==> src/rtl/traffic_nroad_if.sv <==
// Request/indication bundle between the intersection controller and its
// surroundings: emergency/pedestrian requests in, lamp drive and status out.
interface traffic_nroad_if #(
   parameter int NUM_ROADS = 3,
   parameter int RW        = $clog2(NUM_ROADS)
);
   logic                   emergency;
   logic [RW-1:0]          emg_road;
   logic                   ped_req;
   logic [3*NUM_ROADS-1:0] lights;
   logic                   ped_signal;
   logic [RW-1:0]          active_road;
   logic [2:0]             phase;

   modport master (
      output emergency, emg_road, ped_req,
      input  lights, ped_signal, active_road, phase
   );

   modport slave (
      input  emergency, emg_road, ped_req,
      output lights, ped_signal, active_road, phase
   );
endinterface

==> src/rtl/traffic_nroad.sv <==
// N-road round-robin traffic-light controller with a latched pedestrian walk
// phase and emergency pre-emption using yellow/all-red clearance.
module traffic_nroad #(
   parameter int NUM_ROADS   = 3,
   parameter int GREEN_TIME  = 10,
   parameter int YELLOW_TIME = 3,
   parameter int ALLRED_TIME = 1,
   parameter int PED_TIME    = 5,
   parameter int CNT_W       = 8,
   parameter int RW          = $clog2(NUM_ROADS)
) (
   input logic            clk,
   input logic            reset_n,
   traffic_nroad_if.slave bus
);
   typedef enum logic [2:0] {
      PH_GREEN  = 3'd0,
      PH_YELLOW = 3'd1,
      PH_ALLRED = 3'd2,
      PH_PED    = 3'd3,
      PH_EMG    = 3'd4
   } phase_e;

   localparam logic [CNT_W-1:0] G_END   = CNT_W'(GREEN_TIME - 1);
   localparam logic [CNT_W-1:0] Y_END   = CNT_W'(YELLOW_TIME - 1);
   localparam logic [CNT_W-1:0] A_END   = CNT_W'(ALLRED_TIME - 1);
   localparam logic [CNT_W-1:0] P_END   = CNT_W'(PED_TIME - 1);
   localparam logic [CNT_W-1:0] CNT_MAX = '1;
   localparam logic [RW-1:0]    LAST_RD = RW'(NUM_ROADS - 1);

   phase_e                 phase_q, phase_d;
   logic [RW-1:0]          road_q, road_d;
   logic [CNT_W-1:0]       cnt_q, cnt_d;
   logic                   ped_pend_q, ped_pend_d;
   logic                   emg_lat_q;
   logic [RW-1:0]          emg_tgt_q, emg_tgt_d;
   logic [3*NUM_ROADS-1:0] lights_q;
   logic                   walk_q;

   logic                   emg_rise;
   logic [RW-1:0]          emg_road_c;
   logic [RW-1:0]          tgt_c;
   logic [RW-1:0]          road_nxt;

   // Out-of-range emergency targets fall back to road 0.
   function automatic logic [RW-1:0] clamp_road(input logic [RW-1:0] r);
      if ({1'b0, r} >= (RW+1)'(NUM_ROADS)) return '0;
      return r;
   endfunction

   function automatic logic [3*NUM_ROADS-1:0] decode_lights(input phase_e ph,
                                                            input logic [RW-1:0] rd);
      logic [3*NUM_ROADS-1:0] l;
      for (int i = 0; i < NUM_ROADS; i++) begin
         l[3*i +: 3] = 3'b100;
         if (rd == RW'(i)) begin
            if (ph == PH_GREEN || ph == PH_EMG) l[3*i +: 3] = 3'b001;
            else if (ph == PH_YELLOW)           l[3*i +: 3] = 3'b010;
         end
      end
      return l;
   endfunction

   // On the capture cycle the live emg_road is used; afterwards the latched one.
   assign emg_rise   = bus.emergency && !emg_lat_q;
   assign emg_road_c = clamp_road(bus.emg_road);
   assign tgt_c      = emg_rise ? emg_road_c : emg_tgt_q;
   assign road_nxt   = (road_q == LAST_RD) ? '0 : road_q + RW'(1);

   always_comb begin
      phase_d    = phase_q;
      road_d     = road_q;
      ped_pend_d = ped_pend_q | bus.ped_req;
      emg_tgt_d  = emg_rise ? emg_road_c : emg_tgt_q;

      case (phase_q)
         PH_GREEN: begin
            if (bus.emergency) phase_d = (road_q == tgt_c) ? PH_EMG : PH_YELLOW;
            else if (cnt_q == G_END) phase_d = PH_YELLOW;
         end
         PH_YELLOW: begin
            if (cnt_q == Y_END) begin
               phase_d = PH_ALLRED;
               road_d  = road_nxt;
            end
         end
         PH_ALLRED: begin
            if (cnt_q == A_END) begin
               if (bus.emergency) begin
                  phase_d = PH_EMG;
                  road_d  = tgt_c;
               end else if (ped_pend_q) begin
                  // The walk being started covers any request arriving now.
                  phase_d    = PH_PED;
                  ped_pend_d = 1'b0;
               end else begin
                  phase_d = PH_GREEN;
               end
            end
         end
         PH_PED: begin
            if (bus.emergency) begin
               phase_d    = PH_ALLRED;
               ped_pend_d = 1'b1;
            end else if (cnt_q == P_END) begin
               phase_d = PH_ALLRED;
            end
         end
         PH_EMG: begin
            if (!bus.emergency) phase_d = PH_YELLOW;
         end
         default: begin
            phase_d = PH_GREEN;
            road_d  = '0;
         end
      endcase

      if (phase_d != phase_q || road_d != road_q) cnt_d = '0;
      else if (phase_q == PH_EMG && cnt_q == CNT_MAX) cnt_d = cnt_q;
      else cnt_d = cnt_q + CNT_W'(1);
   end

   // Outputs are registered from the next state so they track the state register exactly.
   always_ff @(posedge clk or negedge reset_n) begin
      if (!reset_n) begin
         phase_q    <= PH_GREEN;
         road_q     <= '0;
         cnt_q      <= '0;
         ped_pend_q <= 1'b0;
         emg_lat_q  <= 1'b0;
         emg_tgt_q  <= '0;
         lights_q   <= decode_lights(PH_GREEN, RW'(0));
         walk_q     <= 1'b0;
      end else begin
         phase_q    <= phase_d;
         road_q     <= road_d;
         cnt_q      <= cnt_d;
         ped_pend_q <= ped_pend_d;
         emg_lat_q  <= bus.emergency;
         emg_tgt_q  <= emg_tgt_d;
         lights_q   <= decode_lights(phase_d, road_d);
         walk_q     <= (phase_d == PH_PED);
      end
   end

   assign bus.lights      = lights_q;
   assign bus.ped_signal  = walk_q;
   assign bus.active_road = road_q;
   assign bus.phase       = phase_q;
endmodule
==> src/flat_wrapper.sv <==
// flat-port wrapper written by rule: the top's interface ports become plain ports
module traffic_nroad_flat 
#(
   parameter int NUM_ROADS   = 3,
   parameter int GREEN_TIME  = 10,
   parameter int YELLOW_TIME = 3,
   parameter int ALLRED_TIME = 1,
   parameter int PED_TIME    = 5,
   parameter int CNT_W       = 8,
   parameter int RW          = $clog2(NUM_ROADS)
)
  (clk, reset_n, bus_emergency, bus_emg_road, bus_ped_req, bus_lights, bus_ped_signal, bus_active_road, bus_phase);
  traffic_nroad_if #(.NUM_ROADS(NUM_ROADS), .RW(RW)) bus_i ();
  input logic clk;
  input logic reset_n;
  input wire logic [$bits(bus_i.emergency)-1:0] bus_emergency;
  input wire logic [$bits(bus_i.emg_road)-1:0] bus_emg_road;
  input wire logic [$bits(bus_i.ped_req)-1:0] bus_ped_req;
  output wire logic [$bits(bus_i.lights)-1:0] bus_lights;
  output wire logic [$bits(bus_i.ped_signal)-1:0] bus_ped_signal;
  output wire logic [$bits(bus_i.active_road)-1:0] bus_active_road;
  output wire logic [$bits(bus_i.phase)-1:0] bus_phase;
  assign bus_i.emergency = bus_emergency;
  assign bus_i.emg_road = bus_emg_road;
  assign bus_i.ped_req = bus_ped_req;
  assign bus_lights = bus_i.lights;
  assign bus_ped_signal = bus_i.ped_signal;
  assign bus_active_road = bus_i.active_road;
  assign bus_phase = bus_i.phase;
  traffic_nroad #(.NUM_ROADS(NUM_ROADS), .GREEN_TIME(GREEN_TIME), .YELLOW_TIME(YELLOW_TIME), .ALLRED_TIME(ALLRED_TIME), .PED_TIME(PED_TIME), .CNT_W(CNT_W), .RW(RW)) u_core (.clk(clk), .reset_n(reset_n), .bus(bus_i));
endmodule
==> config.mk <==
export PLATFORM = sky130hd
export DESIGN_NAME = traffic_nroad_flat
export DESIGN_NICKNAME = d
export VERILOG_FILES = /design/src/rtl/traffic_nroad_if.sv /design/src/rtl/traffic_nroad.sv /design/src/flat_wrapper.sv
export SDC_FILE = /design/constraint.sdc
export NUM_CORES = 1
export LEC_CHECK = 0
export ABC_AREA = 0
export CAP_MARGIN = 15
export CORE_MARGIN = 2
export CORE_UTILIZATION = 60
export CTS_CLUSTER_DIAMETER = 200
export CTS_CLUSTER_SIZE = 14
export DETAILED_ROUTE_END_ITERATION = 10
export DONT_BUFFER_PORTS = 1
export PLACE_DENSITY = 0.76
export SYNTH_ARGS = -nofsm -noshare
export SYNTH_HDL_FRONTEND = slang
export SYNTH_SLANG_ARGS = --single-unit
==> constraint.sdc <==
create_clock -name clk -period 5.9 [get_ports clk]
set_clock_uncertainty 0.15 [all_clocks]
set_input_delay 1.18 -clock clk [delete_from_list [all_inputs] [get_ports clk]]
set_output_delay 1.18 -clock clk [all_outputs]
set_load 0.01 [all_outputs]
==> flow_metrics.py <==
metrics = {
    "routing": {
        "wl_per_cell_um": 15.56,
        "drt_wl_total_um": 2879,
        "drc": 0,
        "drt-initial-drc-count": 26,
        "drtPass1Iterations": 4,
        "routed-via-count": 1118,
        "ant_nets": 0,
        "via_per_inst": 6.043,
    },
    "synth": {
        "synth_flop_cell": "dfrtp_1",
        "synth-xor-area-share": 0.04111,
        "syn_nets": 167,
        "ys_warn_count": 0,
        "synth-compound-area-share": 0.1359,
        "synthMuxAreaShare": 0.02097,
        "synth_area_per_cell_sq_um": 9.500,
        "synth_top_area_share": 0.4027,
        "synth-edff-count": 0,
        "netlist_area_sq_um": 1491,
        "syn_inst": 157,
        "synth-simple-area-share": 0.2710,
        "synth_seq_area_share": 0.4555,
        "synth.distinct_cells": 47,
        "async_flop_share": 1.000,
        "synth_top_cell_by_area": "dfrtp_1",
        "synth_adder_area_share": 0.03356,
        "synthTopCellsByArea": "dfrtp_1 40%, dfstp_2 5.3%, nor2_1 4.5%",
        "ys_seq_elements": 27,
        "synth_top_family_by_area": "simple AND/OR/NAND/NOR gates",
    },
    "worst_setup_path": {
        "worstPathRequired_ns": 6.02,
        "crit_fanout": 10,
        "endpoint_kind": "flop",
        "cp.arrival_ns": 2.91,
        "setup.worst_path.start_class": "flop",
        "critical_path_class": "reg2reg",
    },
    "timing": {
        "setup_viol": 0,
        "grt_setup_unrepaired": "false",
        "drv_slew": 0,
        "fin_tns_setup_ns": 0,
        "fmax_mhz": 358.1,
        "max_slew_margin": 0.6120,
        "worstMarginPinSlew_ns": 0.5785,
        "period_needed_ns": 2.793,
        "hold_viol_final": 0,
        "post-route-period-util": 0.4733,
    },
    "placement": {
        "dp_cells": 181,
        "portBuffers": 0,
        "hpwl_um": 2115,
        "gp_congestion": 0.9486,
    },
    "floorplan": {
        "dieArea_sq_um": 2900,
        "die-width_um": 53.86,
        "row_count": 18,
        "start_util": 0.6189,
        "core_area_sq_um": 2410,
        "die_h_um": 53.86,
        "ioPinCount": 21,
    },
    "layout": {
        "antenna_cells": 0,
        "layout-drive-gt1-share": 0.1097,
        "final_common_cell": "dfrtp_1",
        "fill_cells": 192,
        "fin_cells": 185,
        "finalNetCount": 166,
        "areaGrowthSynthToFinish_pct": 2.685,
        "layout_common_cells": "24 x dfrtp_1, 18 x nor2_1, 11 x nand2_1, 10 x inv_1, 7 x nor3_1",
    },
    "min_path": {
        "min_path_type": "in2async",
    },
    "global_route": {
        "grt_usage": 0.2142,
        "overflow": 0,
        "grt_pass1_wl_um": 4429,
        "antenna_found_initial": 0,
        "grt_max_degree": 28,
        "grt_pass1_vias": 988,
    },
    "clocking": {
        "clock_path_buffers": 2,
        "ctsHoldBuffers": 0,
        "cts_resized": 0,
        "root_buffer": "clkbuf_4",
        "clk_pin_slew_ns": 0.15,
        "postCtsSetupBuffers": 0,
        "htreeDepth": 1,
        "cts_made_buffers": 3,
        "clock_latency_ns": 0.32,
        "cts_num_sinks": 27,
        "cts_tree": "built",
    },
    "power": {
        "powerDensity_nw_per_um2": 512.4,
        "ir_drop_mv": 0.3608,
        "p_leak_nw": 0.6576,
    },
    "job": {
        "cap_viol_max_count": 0,
    },
    "outcome": {
        "status": "completed",
    },
}
-- logic make-up after synthesis --
logic type,after synthesis
adders and majority gates,4
DFF,27
buffers and inverters,16
xor gates and xnor gates,7
muxes,3
and+or+nand+nor,74
AOI/OAI and AO/OA,26
-- worst paths after layout --
check / from / to / depth (start not counted) / slack, ns
worst max-delay path: u_core.cnt_q[4]$_DFFE_PN0P_ / u_core.bus.lights[1]$_DFF_PN0_ / 6 / 3.11
worst min-delay path: reset_n / u_core.emg_tgt_q[1]$_DFF_PN0_ / 0 / 0.37
worst max register to register: u_core.cnt_q[4]$_DFFE_PN0P_ / u_core.bus.lights[1]$_DFF_PN0_ / 6 / 3.11
worst min register to register: u_core.emg_tgt_q[0]$_DFF_PN0_ / u_core.emg_tgt_q[0]$_DFF_PN0_ / 2 / 0.38
max in group asynchronous: reset_n / u_core.bus.lights[5]$_DFF_PN1_ / 0 / 5.06
min in group clk: u_core.emg_tgt_q[0]$_DFF_PN0_ / u_core.emg_tgt_q[0]$_DFF_PN0_ / 2 / 0.38
-- where the power goes --
| part | switching, mW | total, mW | internal [mW] |
|---|---|---|---|
| Combinational | 0.214 | 0.359 | 0.145 |
| Clock | 0.0555 | 0.0809 | 0.0254 |
| Sequential | 0.0959 | 0.344 | 0.248 |
-- registers in the layout, summed over array words and instances, names as in the netlist --
register	count
u_core.bus.phase	3
u_core.cnt_q	8
u_core.emg_lat_q	1
u_core.bus.ped_signal	1
u_core.emg_tgt_q	2
u_core.ped_pend_q	1
u_core.bus.active_road	2
u_core.bus.lights	9
-- final cells by class --
type | count | area, sq um | share of cell area
clock buffer | 3 | 22.52 | 0.01471
clock inverter | 1 | 5.005 | 0.003268
inverter | 10 | 37.54 | 0.02451
multi-input combinational | 114 | 749.5 | 0.4894
sequential | 27 | 679.4 | 0.4436
tap | 30 | 37.54 | 0.02451
-- Yosys cell counts (3+ instances only) --
library cell and count:
nand3_1 4, dfstp_2 3, o21ai_0 4, nor2_1 18, or3_1 3, xnor2_1 5
ha_1 4, nor2b_1 6, dfrtp_1 24, inv_1 10, a21oi_1 6, nand2b_1 4
clkbuf_1 3, nand2_1 11, nor4_1 4, nor3_1 7
-- critical path, stage by stage, from the launching register on --
cell      delay (ns)
dfrtp_1         0.44
or4_1           0.71
nor3_1          0.37
a41oi_1         0.16
a211oi_1        0.55
nand3b_1        0.23
nor2_1          0.14
-- stage by stage --
stage	cell area [sq um]	power (mW)	setup WS (ns)	utilization	hold slack, ns
6_report	1531	0.7847	3.107	0.6355	0.3705
5_1_grt	1531	0.8424	2.997	0.6355	0.3431
4_1_cts	1531	0.7842	3.164	0.6355	0.3685
3_5_place_dp	1504	0.7065	2.920	0.6241	0.3529
3_3_place_gp	1504	0.6962	3.016	0.6241	0.3668
2_1_floorplan	1491	0.6274	3.183	-	0.3296
-- per-layer routing --
layer  global-route usage  vias to the layer above  wire length [um]
met3              0.05833                        4               170
met2               0.3516                       27              1417
met4              0.05128                        0                23
met5                    0                        -                 0
li1                     -                      546                 -
met1               0.2806                      541              1267
Power figures use the tool's default switching activity.
